==> src/rtl/mem_arbiter_pkg.sv <==
// Shared types and constants for the IFU/LSU memory-port arbiter.
// Pure declarations: no logic, no latency.
// Not applicable: carries no handshake of its own.
package mem_arb_pkg;

    // Transaction sequencer states
    typedef enum logic [1:0] {
        IDLE  = 2'd0,
        ISSUE = 2'd1,
        WAIT  = 2'd2
    } state_t;

    // Which requester owns the transaction in flight
    typedef enum logic {
        OWN_IFU = 1'b0,
        OWN_LSU = 1'b1
    } owner_t;

    // Byte-enable patterns for byte, halfword and word stores on a 32-bit bus
    localparam logic [3:0] WMASK_B = 4'b0001;
    localparam logic [3:0] WMASK_H = 4'b0011;
    localparam logic [3:0] WMASK_W = 4'b1111;

endpackage

==> src/rtl/mem_arbiter_if.sv <==
// Bundle of IFU, LSU and memory-side signals around the arbiter.
// Wires only: no latency.
// Requests use valid/ready; responses are single-cycle pulses with no back-pressure.
interface mem_arbiter_if #(
    parameter int ADDR_W = 32,
    parameter int DATA_W = 32
);
    localparam int MASK_W = DATA_W / 8;

    logic              ifu_req_valid;
    logic              ifu_req_ready;
    logic [ADDR_W-1:0] ifu_req_addr;
    logic              ifu_resp_valid;
    logic [DATA_W-1:0] ifu_resp_data;
    logic              ifu_resp_err;

    logic              lsu_req_valid;
    logic              lsu_req_ready;
    logic [ADDR_W-1:0] lsu_req_addr;
    logic              lsu_req_wen;
    logic [DATA_W-1:0] lsu_req_wdata;
    logic [MASK_W-1:0] lsu_req_wmask;
    logic              lsu_resp_valid;
    logic [DATA_W-1:0] lsu_resp_data;
    logic              lsu_resp_err;

    logic              mem_req_valid;
    logic              mem_req_ready;
    logic [ADDR_W-1:0] mem_req_addr;
    logic              mem_req_wen;
    logic [DATA_W-1:0] mem_req_wdata;
    logic [MASK_W-1:0] mem_req_wmask;
    logic              mem_resp_valid;
    logic [DATA_W-1:0] mem_resp_data;

    // Arbiter side: serves the requesters and drives the memory port
    modport master (
        input  ifu_req_valid, ifu_req_addr,
        output ifu_req_ready, ifu_resp_valid, ifu_resp_data, ifu_resp_err,
        input  lsu_req_valid, lsu_req_addr, lsu_req_wen, lsu_req_wdata, lsu_req_wmask,
        output lsu_req_ready, lsu_resp_valid, lsu_resp_data, lsu_resp_err,
        output mem_req_valid, mem_req_addr, mem_req_wen, mem_req_wdata, mem_req_wmask,
        input  mem_req_ready, mem_resp_valid, mem_resp_data
    );

    // Environment side: requesters and memory
    modport slave (
        output ifu_req_valid, ifu_req_addr,
        input  ifu_req_ready, ifu_resp_valid, ifu_resp_data, ifu_resp_err,
        output lsu_req_valid, lsu_req_addr, lsu_req_wen, lsu_req_wdata, lsu_req_wmask,
        input  lsu_req_ready, lsu_resp_valid, lsu_resp_data, lsu_resp_err,
        input  mem_req_valid, mem_req_addr, mem_req_wen, mem_req_wdata, mem_req_wmask,
        output mem_req_ready, mem_resp_valid, mem_resp_data
    );

endinterface

==> src/rtl/mem_arbiter_rr_arb2.sv <==
// Two-way round-robin arbiter producing a one-hot grant (bit 0 = IFU, bit 1 = LSU).
// Combinational, zero latency.
// No back-pressure: the caller decides when a grant is consumed.
module rr_arb2
    import mem_arb_pkg::*;
(
    input  logic [1:0] req,
    input  owner_t     last_grant,
    output logic [1:0] grant
);

    // A lone requester wins; on contention the one not served last time wins
    always_comb begin
        grant = req;
        if (req == 2'b11) begin
            grant = (last_grant == OWN_IFU) ? 2'b10 : 2'b01;
        end
    end

endmodule

==> src/rtl/mem_arbiter.sv <==
// Shares one memory port between IFU and LSU, one transaction at a time, with response timeout.
// Latency: grant, >=1 issue cycle, >=1 wait cycle, then a registered one-cycle response pulse.
// Requests stall via ready (only in IDLE); memory stalls via mem_req_ready; responses have no back-pressure.
module mem_arbiter
    import mem_arb_pkg::*;
#(
    parameter int TIMEOUT = 255,   // must be >= 1
    parameter int ADDR_W  = 32,
    parameter int DATA_W  = 32
) (
    input  logic          clk,
    input  logic          reset,
    mem_arbiter_if.master bus
);

    localparam int              MASK_W  = DATA_W / 8;
    localparam int              CNT_W   = $clog2(TIMEOUT + 1);
    localparam logic [CNT_W-1:0] CNT_MAX = CNT_W'(TIMEOUT);

    state_t           state;
    owner_t           owner;
    owner_t           last_grant;
    logic [CNT_W-1:0] cnt;
    logic [1:0]       grant;

    rr_arb2 u_rr_arb2 (
        .req        ({bus.lsu_req_valid, bus.ifu_req_valid}),
        .last_grant (last_grant),
        .grant      (grant)
    );

    // Readies are the only combinational outputs; forced low while reset is held
    assign bus.ifu_req_ready = !reset && (state == IDLE) && grant[0];
    assign bus.lsu_req_ready = !reset && (state == IDLE) && grant[1];

    // Sequencer: grant/latch in IDLE, present in ISSUE, collect or time out in WAIT
    always_ff @(posedge clk or posedge reset) begin
        if (reset) begin
            state              <= IDLE;
            owner              <= OWN_IFU;
            last_grant         <= OWN_IFU;
            cnt                <= '0;
            bus.mem_req_valid  <= 1'b0;
            bus.mem_req_addr   <= '0;
            bus.mem_req_wen    <= 1'b0;
            bus.mem_req_wdata  <= '0;
            bus.mem_req_wmask  <= '0;
            bus.ifu_resp_valid <= 1'b0;
            bus.ifu_resp_data  <= '0;
            bus.ifu_resp_err   <= 1'b0;
            bus.lsu_resp_valid <= 1'b0;
            bus.lsu_resp_data  <= '0;
            bus.lsu_resp_err   <= 1'b0;
        end else begin
            // Response outputs pulse for one cycle and otherwise rest at zero
            bus.ifu_resp_valid <= 1'b0;
            bus.ifu_resp_data  <= '0;
            bus.ifu_resp_err   <= 1'b0;
            bus.lsu_resp_valid <= 1'b0;
            bus.lsu_resp_data  <= '0;
            bus.lsu_resp_err   <= 1'b0;

            case (state)
                IDLE: begin
                    if (grant[1]) begin
                        bus.mem_req_addr  <= bus.lsu_req_addr;
                        bus.mem_req_wen   <= bus.lsu_req_wen;
                        bus.mem_req_wdata <= bus.lsu_req_wdata;
                        bus.mem_req_wmask <= bus.lsu_req_wmask;
                        bus.mem_req_valid <= 1'b1;
                        owner             <= OWN_LSU;
                        last_grant        <= OWN_LSU;
                        state             <= ISSUE;
                    end else if (grant[0]) begin
                        // Fetches are plain reads: no data, no byte enables
                        bus.mem_req_addr  <= bus.ifu_req_addr;
                        bus.mem_req_wen   <= 1'b0;
                        bus.mem_req_wdata <= '0;
                        bus.mem_req_wmask <= MASK_W'(0);
                        bus.mem_req_valid <= 1'b1;
                        owner             <= OWN_IFU;
                        last_grant        <= OWN_IFU;
                        state             <= ISSUE;
                    end
                end

                ISSUE: begin
                    // No timeout here: memory may stall acceptance indefinitely
                    if (bus.mem_req_ready) begin
                        bus.mem_req_valid <= 1'b0;
                        cnt               <= '0;
                        state             <= WAIT;
                    end
                end

                WAIT: begin
                    // A response arriving on the timeout cycle still wins
                    if (bus.mem_resp_valid) begin
                        state <= IDLE;
                        if (owner == OWN_IFU) begin
                            bus.ifu_resp_valid <= 1'b1;
                            bus.ifu_resp_data  <= bus.mem_resp_data;
                        end else begin
                            bus.lsu_resp_valid <= 1'b1;
                            bus.lsu_resp_data  <= bus.mem_req_wen ? '0 : bus.mem_resp_data;
                        end
                    end else if (cnt == CNT_MAX) begin
                        state <= IDLE;
                        if (owner == OWN_IFU) begin
                            bus.ifu_resp_valid <= 1'b1;
                            bus.ifu_resp_err   <= 1'b1;
                        end else begin
                            bus.lsu_resp_valid <= 1'b1;
                            bus.lsu_resp_err   <= 1'b1;
                        end
                    end else begin
                        // Saturating: the branch above leaves WAIT before cnt could wrap
                        cnt <= cnt + 1'b1;
                    end
                end

                default: state <= IDLE;
            endcase
        end
    end

endmodule

==> src/flat_wrapper.sv <==
// flat-port wrapper written by rule: the top's interface ports become plain ports
module mem_arbiter_flat import mem_arb_pkg::*;
#(
    parameter int TIMEOUT = 255,                  
    parameter int ADDR_W  = 32,
    parameter int DATA_W  = 32
)
  (clk, reset, bus_ifu_req_valid, bus_ifu_req_addr, bus_ifu_req_ready, bus_ifu_resp_valid, bus_ifu_resp_data, bus_ifu_resp_err, bus_lsu_req_valid, bus_lsu_req_addr, bus_lsu_req_wen, bus_lsu_req_wdata, bus_lsu_req_wmask, bus_lsu_req_ready, bus_lsu_resp_valid, bus_lsu_resp_data, bus_lsu_resp_err, bus_mem_req_valid, bus_mem_req_addr, bus_mem_req_wen, bus_mem_req_wdata, bus_mem_req_wmask, bus_mem_req_ready, bus_mem_resp_valid, bus_mem_resp_data);
  mem_arbiter_if #(.ADDR_W(ADDR_W), .DATA_W(DATA_W)) bus_i ();
  input  logic clk;
  input  logic reset;
  input wire logic [$bits(bus_i.ifu_req_valid)-1:0] bus_ifu_req_valid;
  input wire logic [$bits(bus_i.ifu_req_addr)-1:0] bus_ifu_req_addr;
  output wire logic [$bits(bus_i.ifu_req_ready)-1:0] bus_ifu_req_ready;
  output wire logic [$bits(bus_i.ifu_resp_valid)-1:0] bus_ifu_resp_valid;
  output wire logic [$bits(bus_i.ifu_resp_data)-1:0] bus_ifu_resp_data;
  output wire logic [$bits(bus_i.ifu_resp_err)-1:0] bus_ifu_resp_err;
  input wire logic [$bits(bus_i.lsu_req_valid)-1:0] bus_lsu_req_valid;
  input wire logic [$bits(bus_i.lsu_req_addr)-1:0] bus_lsu_req_addr;
  input wire logic [$bits(bus_i.lsu_req_wen)-1:0] bus_lsu_req_wen;
  input wire logic [$bits(bus_i.lsu_req_wdata)-1:0] bus_lsu_req_wdata;
  input wire logic [$bits(bus_i.lsu_req_wmask)-1:0] bus_lsu_req_wmask;
  output wire logic [$bits(bus_i.lsu_req_ready)-1:0] bus_lsu_req_ready;
  output wire logic [$bits(bus_i.lsu_resp_valid)-1:0] bus_lsu_resp_valid;
  output wire logic [$bits(bus_i.lsu_resp_data)-1:0] bus_lsu_resp_data;
  output wire logic [$bits(bus_i.lsu_resp_err)-1:0] bus_lsu_resp_err;
  output wire logic [$bits(bus_i.mem_req_valid)-1:0] bus_mem_req_valid;
  output wire logic [$bits(bus_i.mem_req_addr)-1:0] bus_mem_req_addr;
  output wire logic [$bits(bus_i.mem_req_wen)-1:0] bus_mem_req_wen;
  output wire logic [$bits(bus_i.mem_req_wdata)-1:0] bus_mem_req_wdata;
  output wire logic [$bits(bus_i.mem_req_wmask)-1:0] bus_mem_req_wmask;
  input wire logic [$bits(bus_i.mem_req_ready)-1:0] bus_mem_req_ready;
  input wire logic [$bits(bus_i.mem_resp_valid)-1:0] bus_mem_resp_valid;
  input wire logic [$bits(bus_i.mem_resp_data)-1:0] bus_mem_resp_data;
  assign bus_i.ifu_req_valid = bus_ifu_req_valid;
  assign bus_i.ifu_req_addr = bus_ifu_req_addr;
  assign bus_ifu_req_ready = bus_i.ifu_req_ready;
  assign bus_ifu_resp_valid = bus_i.ifu_resp_valid;
  assign bus_ifu_resp_data = bus_i.ifu_resp_data;
  assign bus_ifu_resp_err = bus_i.ifu_resp_err;
  assign bus_i.lsu_req_valid = bus_lsu_req_valid;
  assign bus_i.lsu_req_addr = bus_lsu_req_addr;
  assign bus_i.lsu_req_wen = bus_lsu_req_wen;
  assign bus_i.lsu_req_wdata = bus_lsu_req_wdata;
  assign bus_i.lsu_req_wmask = bus_lsu_req_wmask;
  assign bus_lsu_req_ready = bus_i.lsu_req_ready;
  assign bus_lsu_resp_valid = bus_i.lsu_resp_valid;
  assign bus_lsu_resp_data = bus_i.lsu_resp_data;
  assign bus_lsu_resp_err = bus_i.lsu_resp_err;
  assign bus_mem_req_valid = bus_i.mem_req_valid;
  assign bus_mem_req_addr = bus_i.mem_req_addr;
  assign bus_mem_req_wen = bus_i.mem_req_wen;
  assign bus_mem_req_wdata = bus_i.mem_req_wdata;
  assign bus_mem_req_wmask = bus_i.mem_req_wmask;
  assign bus_i.mem_req_ready = bus_mem_req_ready;
  assign bus_i.mem_resp_valid = bus_mem_resp_valid;
  assign bus_i.mem_resp_data = bus_mem_resp_data;
  mem_arbiter #(.TIMEOUT(TIMEOUT), .ADDR_W(ADDR_W), .DATA_W(DATA_W)) u_core (.clk(clk), .reset(reset), .bus(bus_i));
endmodule
==> config.mk <==
export PLATFORM = sky130hd
export DESIGN_NAME = mem_arbiter_flat
export DESIGN_NICKNAME = d
export VERILOG_FILES = /design/src/rtl/mem_arbiter_pkg.sv /design/src/rtl/mem_arbiter_if.sv /design/src/rtl/mem_arbiter_rr_arb2.sv /design/src/rtl/mem_arbiter.sv /design/src/flat_wrapper.sv
export SDC_FILE = /design/constraint.sdc
export NUM_CORES = 1
export LEC_CHECK = 0
export BUFFER_PORTS_ARGS = -buffer_cell sky130_fd_sc_hd__buf_2
export CORE_UTILIZATION = 35
export DETAILED_ROUTE_END_ITERATION = 10
export PLACE_DENSITY = 0.68
export SYNTH_ARGS = -nofsm -noshare
export SYNTH_HDL_FRONTEND = slang
export SYNTH_SLANG_ARGS = --single-unit
export TNS_END_PERCENT = 5
==> constraint.sdc <==
create_clock -name clk -period 4.6 [get_ports clk]
set_input_delay 0 -clock clk [delete_from_list [all_inputs] [get_ports clk]]
set_output_delay 0 -clock clk [all_outputs]
set_load 0.05 [all_outputs]
==> impl_results.md, run 1 <==
- Setup TNS: 0 ns
- Global route overflow: 0
- Hold Path Depth: 3
- Final antenna-violating net count: 0
- Area Growth Syn to Fin: 63.3%
- Met1 Track Usage GR: 22.9%
- Top_reg_cell synth: dfrtp_1
- Avg Inst Size Synth: 12.8 sq um
- Wire per inst: 15.6 um
- Worst-path clk slew: 0.06 ns
- RePlAce Congestion: 0.794
- Post-Synth XOR/XNOR Area: 0%
- Final Hold Fails: 0
- Mapped Cells: 438
- Hold/Removal Path Class: input pin to flip-flop
- Max Cap Violations: 0
- Power consumption: 5.57 mW
- H-tree depth: 4
- RSZ-0062 raised after global routing: false
- Die area: 0.0166 sq mm
- FF/Latch Area: 0.00373 sq mm
- Fillers: 1,223
- CTS tree: done
- Multi-input logic area: 0.00173 sq mm
- Actual slew at the worst max-slew pin: 0.945 ns
- Commonest cells after routing, fill and taps aside: buf_2, dfrtp_1, dlygate4sd3_1
- Synth cell types: 36
- Rows: 45
- Crit path DAT: 2.49 ns
- Highest Clock Rate: 445 MHz
- Synthesized flop and latch total: 149
- DR vias: 5,013
- Later-pin clock latency in the skew report: 0.41 ns
- Vias in the first global route: 5,283
- Synth top area cells: dfrtp_1, and2_1, mux2i_1, a22o_1, o21ai_0
- Most common cell after layout, fill and taps aside: buf_2
- Setup violations, final: 0
- Simple-gate area share of the yosys netlist: 12.8%
- Synth top area share: 66.4%
- Num CTS Buffers: 17
- PortBufs: 278
- Required @ worst endpoint: 4.85 ns
- Slew Limit Fails: 0
- Layout cells sized above 1: 37.4%
- Power density cells: 607 mW/mm^2
- # clock sinks: 149
- Nets: 989
- Mapped Area: 0.00562 sq mm
- Post-Synth Adder-Cell Area: 0.223%
- Maximum fanout along the worst path: 34
- VDD IR max: 247 uV
- Initial antenna violation count: 0
- Mux share of post-synthesis cell area: 6.08%
- DRC viols: 0
- CP Capture Type: flip-flop
- Largest net degree at the start of global routing: 104
- Leak: 4.89 nW
- First DRT Iteration DRCs: 229
- Detailed placement HPWL: 10,100 um
- Sequential share of the synthesized area: 66.4%
- Most Crowded Layer GR: met2
- Crit path kind: flip-flop to flip-flop
- Async SR Flop Fraction: 100%
- Clock buffer depth: 2
- DR pass1 iterations: 4
- Core area: 0.0154 sq mm
- Antenna cells: 0
- Cell taking the most area after synthesis: dfrtp_1
- Routed wire length: 16,700 um
- Die X: 129 um
- Total number of yosys warnings: 0
- Mapped Nets: 578
- Die extent in y: 129 um
- Global-route wire length before repair: 26,100 um
- Post-synth EDFFs: 0
- R2R cell count: 5
- Clock Root Buffer: clkbuf_16
- Met3 Usage GRT: 7.23%
- Clock skew: 0.00791 ns
- Run status: finished clean
- Compound-gate portion of the synthesized area: 11.7%
- Slew HR: 37.0%
- Number of I/O pins: 279
- Worst hold slack: 0.331 ns
- Largest family of logic cells by synthesized area: simple AND/OR/NAND/NOR gates
- Final period util: 48.8%
- Met2 Resource Use GR: 36.0%
- Initial Util: 36.4%
- Crit path launch type: flip-flop
- Via density: 4.67
- Tmin final: 2.25 ns
- Total Routing Usage GR: 20.7%
==> sequential cells by signal, summed over array words and instances (netlist names) <==
register                   flops
u_core.bus.ifu_resp_valid      1
u_core.bus.mem_req_addr       32
u_core.bus.lsu_resp_err        1
u_core.bus.ifu_resp_err        1
u_core.bus.mem_req_wmask       4
u_core.bus.ifu_resp_data      32
u_core.bus.mem_req_wdata      32
u_core.owner                   1
u_core.bus.mem_req_valid       1
u_core.bus.lsu_resp_valid      1
u_core.bus.mem_req_wen         1
u_core.cnt                     8
u_core.state                   2
u_core.bus.lsu_resp_data      32
==> critical path: stages, from the launching register on <==
cell           delay [ns]
dfrtp_1              0.49
a21oi_4              0.15
buf_4                0.46
mux2i_1              0.28
dlygate4sd3_1        0.57
o21ai_0              0.08
==> per-stage QoR <==
step / setup slack [ns] / std cells / utilization (%) / cell area (sq um)
final: 2.35 / 1073 / 59.5 / 9170
after global routing: 2.25 / 1073 / 59.5 / 9170
after CTS: 2.40 / 1073 / 59.5 / 9170
after detailed placement: 2.54 / 903 / 46.5 / 7180
after global placement: 2.63 / 903 / 46.5 / 7180
after floorplan: 0.592 / 438 / - / 5620
==> what timing repair did <==
item	4_1_cts	5_1_grt
setup buffers	0	0
hold buffers	138	0
setup endpoints to repair	0	0
gates resized for setup	0	0
endpoints found under the hold margin	239	0
==> metal layers <==
| layer | vias to the layer above | routed length (um) |
|---|---|---|
| met5 | - | 0 |
| met4 | 0 | 406 |
| met3 | 33 | 1360 |
| met2 | 222 | 8460 |
| met1 | 2429 | 6470 |
| li1 | 2329 | - |
==> power by group <==
group | leakage, nW | switching, mW | internal [mW]
logic | 2.62 | 1.65 | 0.635
clock network | 0.293 | 0.557 | 0.879
registers | 1.98 | 0.209 | 1.64
==> Yosys cell counts (3+ instances only) <==
| cell | instances |
|---|---|
| a21oi_1 | 6 |
| a22o_1 | 37 |
| and2_1 | 65 |
| buf_2 | 12 |
| buf_4 | 3 |
| clkbuf_1 | 12 |
| dfrtp_1 | 149 |
| inv_1 | 6 |
| mux2i_1 | 33 |
| nand2_1 | 38 |
| nor2_1 | 5 |
| nor3_1 | 4 |
| o21a_1 | 3 |
| o21ai_0 | 36 |
==> cells by family (layout without fill, tap and decap cells) <==
kind of cell	after synthesis	count (layout)
fa+ha+maj	1	1
simple gates	128	128
flops	149	149
buf+inv	34	458
mux	34	34
compound gates	92	92
==> worst paths after layout <==
check / start / to / slack, ns
max: u_core.owner$_DFFE_PP0P_ / u_core.bus.mem_req_addr[15]$_DFFE_PP0P_ / 2.35
min: bus_mem_req_ready / u_core.state[0]$_DFFE_PP0P_ / 0.33
max reg2reg: u_core.owner$_DFFE_PP0P_ / u_core.bus.mem_req_addr[15]$_DFFE_PP0P_ / 2.35
min reg2reg: u_core.bus.mem_req_addr[28]$_DFFE_PP0P_ / u_core.bus.mem_req_addr[28]$_DFFE_PP0P_ / 0.49
max in group asynchronous: reset / u_core.bus.mem_req_wdata[28]$_DFFE_PP0P_ / 3.11
min in group asynchronous: reset / u_core.owner$_DFFE_PP0P_ / 0.36
==> area by class of cell <==
| cell class | instances | area share [%] |
|---|---|---|
| inverters | 6 | 0.300 |
| multi-input cells | 255 | 18.9 |
| well taps | 211 | 2.88 |
| clock inverters | 12 | 1.84 |
| clock buffers | 20 | 4.87 |
| repair buffers | 420 | 30.6 |
| flip-flops and latches | 149 | 40.6 |
Note: power is estimated with default switching activity, not from simulation.
==> inputs of run 2 (changes only) <==
==> constraint.sdc (replaced) <==
create_clock -name clk -period 2.1 [get_ports clk]
set_input_delay 0 -clock clk [delete_from_list [all_inputs] [get_ports clk]]
set_output_delay 0 -clock clk [all_outputs]
set_load 0.05 [all_outputs]
==> impl_results.md, run 2 (synthesis results as in run 1) <==
- CP Capture Type: flip-flop
- H-tree depth: 4 (unchanged)
- R2R Setup Slk: 0.1 ns (-2.26 ns)
- Design Area, Final: 0.00927 sq mm (+1.1%)
- Number of I/O pins: 279 (unchanged)
- Final Hold Fails: 0 (unchanged)
- R2R cell count: 6 (+1)
- Slew Limit Fails: 0 (unchanged)
- Largest net degree at the start of global routing: 104 (unchanged)
- Slew HR: 35.4% (-1.6 points)
- Tmin final: 2.00 ns (-0.244 ns)
- Die area: 0.0166 sq mm (unchanged)
- RePlAce Congestion: 0.818 (+3.0%)
- Worst-path clk slew: 0.06 ns (about the same)
- Vias in the first global route: 5,286 (+0.057%)
- Clock buffer depth: 2 (unchanged)
- Global-route wire length before repair: 25,800 um (-1.1%)
- Hold/Removal Path Class: input pin to async pin
- Required @ worst endpoint: 2.34 ns (-2.51 ns)
- Fillers: 1,226 (+0.25%)
- Initial Util: 36.4% (unchanged)
- Power density cells: 1310 mW/mm^2 (+120%)
- DR vias: 5,050 (+0.74%)
- Nets: 997 (+0.81%)
- Crit path to: u_core.bus.mem_req_addr[3]$_DFFE_PP0P_
- DR pass1 iterations: 4 (unchanged)
- Crit path kind: flip-flop to flip-flop
- Worst r2r dst: u_core.bus.mem_req_addr[3]$_DFFE_PP0P_
- CP Launch Point: u_core.owner$_DFFE_PP0P_
- Power consumption: 12.1 mW (+120%)
- Area Growth Syn to Fin: 65.0%
- Detailed placement HPWL: 10,100 um (-0.14%)
- Later-pin clock latency in the skew report: 0.41 ns (about the same)
- # clock sinks: 149 (unchanged)
- Setup violations, final: 0 (unchanged)
- VDD IR max: 662 uV (+170%)
- RSZ-0062 raised after global routing: false
- Max Cap Violations: 0 (unchanged)
- Core area: 0.0154 sq mm (unchanged)
- Leak: 4.93 nW (+0.84%)
- PortBufs: 278 (unchanged)
- Die extent in y: 129 um (unchanged)
- Crit path DAT: 2.24 ns (-0.25 ns)
- Rows: 45 (unchanged)
- Total Routing Usage GR: 20.3% (-0.35 points)
- CTS tree: done
- First DRT Iteration DRCs: 335 (+46%)
- Global route overflow: 0 (unchanged)
- Crit path launch type: flip-flop
- Worst hold slack: 0.315 ns (-0.0163 ns)
- DRC viols: 0 (unchanged)
- Final period util: 95.4% (+47 points)
- Run status: finished clean
- Clock skew: 0.00504 ns (-0.00287 ns)
- Reg2reg start: u_core.owner$_DFFE_PP0P_
- Most common cell after layout, fill and taps aside: buf_2
- Actual slew at the worst max-slew pin: 0.969 ns (+0.0239 ns)
- Clock Root Buffer: clkbuf_16
- Dpl cell area: 0.00722 sq mm (+0.65%)
- Commonest cells after routing, fill and taps aside: buf_2, dfrtp_1, dlygate4sd3_1
- Wire per inst: 16.0 um (+2.7%)
- Routed wire length: 17,300 um (+3.5%)
- Antenna cells: 0 (unchanged)
- Layout cells sized above 1: 38.2% (+0.81 points)
- Highest Clock Rate: 499 MHz (+12%)
- Die X: 129 um (unchanged)
- Final antenna-violating net count: 0 (unchanged)
- Maximum fanout along the worst path: 8 (-76%)
- Initial antenna violation count: 0 (unchanged)
- Via density: 4.67 (about the same)
- Num CTS Buffers: 17 (unchanged)
[run 2: worst min path at each step]
stage                     slack, ns  depth (start not counted)                                      end
final                          0.31                          4              u_core.state[0]$_DFFE_PP0P_
after global routing           0.32                          3  u_core.bus.mem_req_wdata[6]$_DFFE_PP0P_
after global placement         0.20                          3              u_core.state[0]$_DFFE_PP0P_
after detailed placement       0.21                          3              u_core.state[0]$_DFFE_PP0P_
after CTS                      0.30                          4              u_core.state[0]$_DFFE_PP0P_
after floorplan                0.11                          1              u_core.state[0]$_DFFE_PP0P_
[run 2: final cells by class]
type	count	area (sq um)	share of cell area, %
sequential	149	3730	40.2
clock inverter	12	120	1.30
timing repair buffer	428	2940	31.7
tap	211	264	2.85
multi-input combinational	255	1730	18.7
inverter	6	26.3	0.283
clock buffer	20	457	4.93
[run 2: stage by stage]
stage,worst slack (ns),instances,util [%],setup TNS [ns]
3_3_place_gp,0.407,906,46.8,0
2_1_floorplan,-0.525,438,-,-0.525
3_5_place_dp,0.275,906,46.8,0
4_1_cts,0.0805,1076,59.5,0
5_1_grt,0.0217,1081,60.1,0
6_report,0.0976,1081,60.1,0
[run 2: repair_timing]
| action | 4_1_cts | 5_1_grt |
|---|---|---|
| setup buffers | 0 | 2 |
| setup endpoints to repair | 0 | 14 |
| hold buffers | 138 | 0 |
| resized for setup | 0 | 1 |
| hold endpoints to repair | 289 | 0 |
[run 2: metal layers]
metal  part of all wire [%]  global-route usage (%)  wire, um  up-vias
li1                       -                       -         -     2343
met1                     39                    21.8      6750     2442
met2                     51                    36.5      8890      245
met3                    8.1                    7.86      1390       20
met4                    1.3                    6.92       233        0
met5                      0                       0         0        -
[run 2: worst max-delay path, stage by stage, from the launching register on]
cell and delay, ns:
dfrtp_2 0.47, a21oi_4 0.19, buf_12 0.14, clkbuf_16 0.17, mux2i_1 0.20, dlygate4sd3_1 0.57, o21ai_0 0.09
[run 2: power breakdown]
group	switching, mW	internal, mW	leakage [nW]
Combinational	3.69	1.47	2.68
Sequential	0.448	3.58	1.98
Clock	1.22	1.72	0.272
Total	5.35	6.77	4.93
